<file path="config.mk">
export PLATFORM = sky130hd
export DESIGN_NAME = pipe_stage_buf
export DESIGN_NICKNAME = d
export VERILOG_FILES = /design/src/rtl/pipe_stage_buf.sv
export SDC_FILE = /design/constraint.sdc
export NUM_CORES = 1
export LEC_CHECK = 0
export CAP_MARGIN = 20
export CELL_PAD_IN_SITES_DETAIL_PLACEMENT = 1
export CELL_PAD_IN_SITES_GLOBAL_PLACEMENT = 2
export CORE_MARGIN = 5
export CORE_UTILIZATION = 29
export CTS_CLUSTER_SIZE = 30
export DETAILED_ROUTE_END_ITERATION = 7
export PLACE_DENSITY_LB_ADDON = 0.1
export SLEW_MARGIN = 10
export SYNTH_ARGS = -nofsm -noshare
export SYNTH_HDL_FRONTEND = slang
export SYNTH_SLANG_ARGS = --single-unit
</file>
<file path="constraint.sdc">
create_clock -name clk_i -period 2.84 [get_ports clk_i]
set_input_delay 0.568 -clock clk_i [delete_from_list [all_inputs] [get_ports clk_i]]
set_output_delay 0.568 -clock clk_i [all_outputs]
set_load 0.02 [all_outputs]
</file>
<file path="src/rtl/pipe_stage_buf.sv">
// Pipeline-stage register with a 2-entry (main + skid) buffer so up_ready_o comes straight from a flop.
// Optional stall performance counter is built only when PIPE_STAGE_PERF_EN is defined.
module pipe_stage_buf #(
    parameter int                 DATA_W    = 32,
    parameter logic [DATA_W-1:0]  RESET_VAL = '0,
    parameter int                 CNT_W     = 16
) (
    input  logic              clk_i,
    input  logic              rst_i,
    input  logic              flush_i,
    input  logic              stall_i,
    input  logic              up_valid_i,
    output logic              up_ready_o,
    input  logic [DATA_W-1:0] up_data_i,
    output logic              dn_valid_o,
    input  logic              dn_ready_i,
    output logic [DATA_W-1:0] dn_data_o,
    output logic [1:0]        occupancy_o,
    output logic [CNT_W-1:0]  stall_cnt_o
);

    logic              main_valid, skid_valid;
    logic [DATA_W-1:0] main_data, skid_data;
    logic              up_fire, dn_fire;

    assign up_ready_o  = !skid_valid;
    assign dn_valid_o  = main_valid;
    assign dn_data_o   = main_data;
    assign occupancy_o = {1'b0, main_valid} + {1'b0, skid_valid};

    // stall_i behaves as a forced-low dn_ready_i; flush suppresses both sides
    assign up_fire = up_valid_i & !skid_valid & !flush_i;
    assign dn_fire = main_valid & dn_ready_i & !stall_i & !flush_i;

    always_ff @(posedge clk_i or posedge rst_i) begin
        if (rst_i) begin
            main_valid <= 1'b0;
            skid_valid <= 1'b0;
            main_data  <= RESET_VAL;
            skid_data  <= RESET_VAL;
        end else if (flush_i) begin
            main_valid <= 1'b0;
            skid_valid <= 1'b0;
            main_data  <= RESET_VAL;
            skid_data  <= RESET_VAL;
        end else if (!main_valid) begin
            // skid is never occupied while main is empty
            if (up_fire) begin
                main_valid <= 1'b1;
                main_data  <= up_data_i;
            end
        end else if (!skid_valid) begin
            if (dn_fire) begin
                if (up_fire) main_data  <= up_data_i;
                else         main_valid <= 1'b0;
            end else if (up_fire) begin
                skid_valid <= 1'b1;
                skid_data  <= up_data_i;
            end
        end else if (dn_fire) begin
            main_data  <= skid_data;
            skid_valid <= 1'b0;
        end
    end

`ifdef PIPE_STAGE_PERF_EN
    logic [CNT_W-1:0] stall_cnt;

    // saturating; only rst_i clears it, flush has no effect
    always_ff @(posedge clk_i or posedge rst_i) begin
        if (rst_i)
            stall_cnt <= '0;
        else if (main_valid && !dn_fire && stall_cnt != {CNT_W{1'b1}})
            stall_cnt <= stall_cnt + 1'b1;
    end

    assign stall_cnt_o = stall_cnt;
`else
    assign stall_cnt_o = '0;
`endif

endmodule

</file>
==> metrics.cfg <==
[run_status]
status = complete, no violations

[placed_design]
dpl_worst_slack_ns = 0.4595
gp_congestion = 0.7127
place_area_um2 = 4283
io_buffers = 73
dp_hpwl_um = 7182

[drt]
viasPerCell = 5.055
drt_iter0_markers = 197
drc = 0
via_count = 2962
postRouteAntennaNets = 0
drt-pass1-iter-count = 4
routed_wl_um = 10770
wl_per_cell_um = 18.39

[power_and_ir_drop]
p_switching_mw = 0.7881
sw_frac_of_total_pct = 29.23
p_int_mw = 1.908
pwr-share-clk_pct = 37.1
seq_power_share_pct = 40.7
power_frac_comb_pct = 22.2
p_leak_nw = 1.938
ir_worst_vdd_mv = 0.2088
p_per_area_nw_per_um2 = 593.7

[global_route]
grt_pass1_vias = 3152
grt.overflow.total = 0
grt_usage_pct = 15.60
antenna_found_initial = 0
grt_max_degree = 37
grt_first_pass_wirelength_um = 17470

[logic_synthesis]
netlist.area_leader.share_pct = 47.95
synth_edf_count = 0
synth_area_leaders = dfrtp_1 48%, nand2b_1 6.2%, mux2i_1 6.1%, nand2_1 5.9%, o21ai_0 4.8%
yosysTopAreaCell = dfrtp_1
synthTopCellsByCount = 66 x dfrtp_1, 54 x nand2_1, 34 x nand2b_1
async_flop_share_pct = 100.0
synth.distinct_cells = 31
yosysWarnings = 0
avgSynthCellArea_um2 = 9.310
synthFlopType = dfrtp_1
ys_ff_latch = 66
syn_area_um2 = 3445
synth_cells = 370
yosysMostFrequentCell = dfrtp_1
seq_area_frac_synth_pct = 47.95

[timing]
setup_viol = 0
max_slew_margin_pct = 52.46
fin_skew_ns = 0.005746
rsz0062_at_grt = false
period_needed_ns = 2.222
period_share_pct = 78.23
slew_viol_final = 0
fin_setup_tns_ns = 0
hold_violations = 0
max_clock_freq_mhz = 450.1
holdWs_ns = 0.4817
fin_ws_ns = 0.6183
worst_pin_slew_ns = 0.7131

[critical_path]
startpoint_type = flip-flop
r2r_setup_slack_ns = 1.09
reg2reg_depth = 6
r2r_end = dn_data_o[29]
cp.required_ns = 2.27
path_class = reg -> out
slowest_delay_ns = 0.61
crit_chain = ha_1 -> clkdlybuf4s50_1
endpoint_kind = output port
cp_max_fo = 3
path_delay_family = buffers and inverters
worstReg2RegStart = dn_valid_o
cp_num_buf_inv = 1
worstPathArrival_ns = 1.65
crit_slowest_cell = clkdlybuf4s50_1

[clocking]
clkTransAtPathRegs_ns = 0.05
cts_max_path_buffers = 2
cts_tree = yes
cts_root_buf = clkbuf_16
post_cts_buffers = 0
insertion_delay_ns = 0.33
htreeDepth = 3
cts_sinks = 66
cts_buffers = 9
cts-resized-gates = 0
hold_buffers = 0

[finish]
final_cell_area_um2 = 4541
nFillCells = 1335
drive_above_1_share_pct = 7.675
areaGrowthSynthToFinish_pct = 31.82
antenna_cells = 0
nets = 478
utilization_pct = 39.43

[min_path]
hold_depth = 2
hold_start = skid_data[7]
hp-class = reg -> reg
hold_path_end = skid_data[7]

[floorplanning]
ios = 90
chipWidth_um = 119.0
die_area_um2 = 14160
fp-row-count = 39
core_um2 = 11520
start_util_pct = 29.91
die_y_um = 119.0

[flow_run]
max_cap_violations = 0

==> cell usage in the layout (no fill, tap or decap), types with 2 or more instances in the layout <==
| cell type | n |
|---|---|
| nor2_1 | 31 |
| clkbuf_1 | 5 |
| conb_1 | 16 |
| mux2i_1 | 21 |
| nand2b_1 | 34 |
| dfrtp_1 | 65 |
| nor2b_1 | 2 |
| o21ai_0 | 33 |
| inv_1 | 2 |
| o22a_1 | 11 |
| nand2_1 | 54 |
| a211oi_1 | 2 |
| buf_4 | 16 |
| o32ai_1 | 5 |
| o22ai_1 | 24 |
| clkbuf_16 | 9 |
| a21oi_1 | 5 |
| clkdlybuf4s50_1 | 72 |
| a22oi_1 | 19 |
==> metal layers <==
metal / share of wire [%] / track usage (%) / up-vias
li1: - / - / 1403
met3: 3.7 / 3.697 / 15
met2: 44 / 23.56 / 60
met5: 0 / 0 / -
met4: 1.5 / 5.069 / 0
met1: 50 / 22.02 / 1484
==> metrics by stage <==
| step | power (mW) | instances |
|---|---|---|
| after floorplan | 1.464 | 385 |
| after global placement | 1.708 | 571 |
| after detailed placement | 1.720 | 571 |
| after CTS | 2.733 | 586 |
| after global routing | 2.844 | 586 |
| final | 2.696 | 586 |
==> sequential cells by signal, summed over array words and instances (netlist names) <==
register and cells:
skid_data 32, skid_valid 1, dn_data_o 32, dn_valid_o 1
==> cells by family after synthesis <==
family,Yosys count,synth area share (%)
buffers and inverters,49,8.028
and+or+nand+nor,124,16.42
other,1,0.1089
AOI/OAI and AO/OA,108,21.03
DFF,66,47.95
adders and majority gates,1,0.3632
muxes,21,6.102
==> worst max-delay path by stage <==
stage | slack (ns) | endpoint | cells after the start | startpoint
after floorplan | 0.62 | dn_data_o[0] | 1 | rst_i
after global placement | 0.53 | dn_data_o[10] | 5 | up_valid_i
after detailed placement | 0.46 | dn_data_o[10] | 5 | up_valid_i
after CTS | 0.61 | occupancy_o[0] | 2 | skid_valid
after global routing | 0.59 | occupancy_o[0] | 2 | skid_valid
final | 0.62 | occupancy_o[0] | 2 | skid_valid
==> power groups by stage <==
stage / clock, mW / sequential, mW / combinational [mW]
global route: 1.08 / 1.11 / 0.657
detailed placement: 0 / 1.11 / 0.608
global placement: 0 / 1.11 / 0.599
CTS: 1.03 / 1.10 / 0.611
finish: 1.00 / 1.10 / 0.600
floorplan: 0 / 1.16 / 0.309
==> area by class of cell <==
cell class              instances  area [µm²]  area share (%)
flip-flops and latches         66        1653           36.40
inverters                       3       11.26          0.2480
well taps                     143       178.9           3.940
multi-input cells             270        1594           35.11
repair buffers                 89       845.8           18.63
clock buffers                  15       257.7           5.676
==> worst min-delay path: cells and delay by family, from the launching register on <==
family | cells | cell delay [ns]
AOI/OAI and AO/OA | 1 | 0.06
and+or+nand+nor | 1 | 0.05
DFF | 1 | 0.34
No activity file was read; power rests on OpenSTA's default activity.
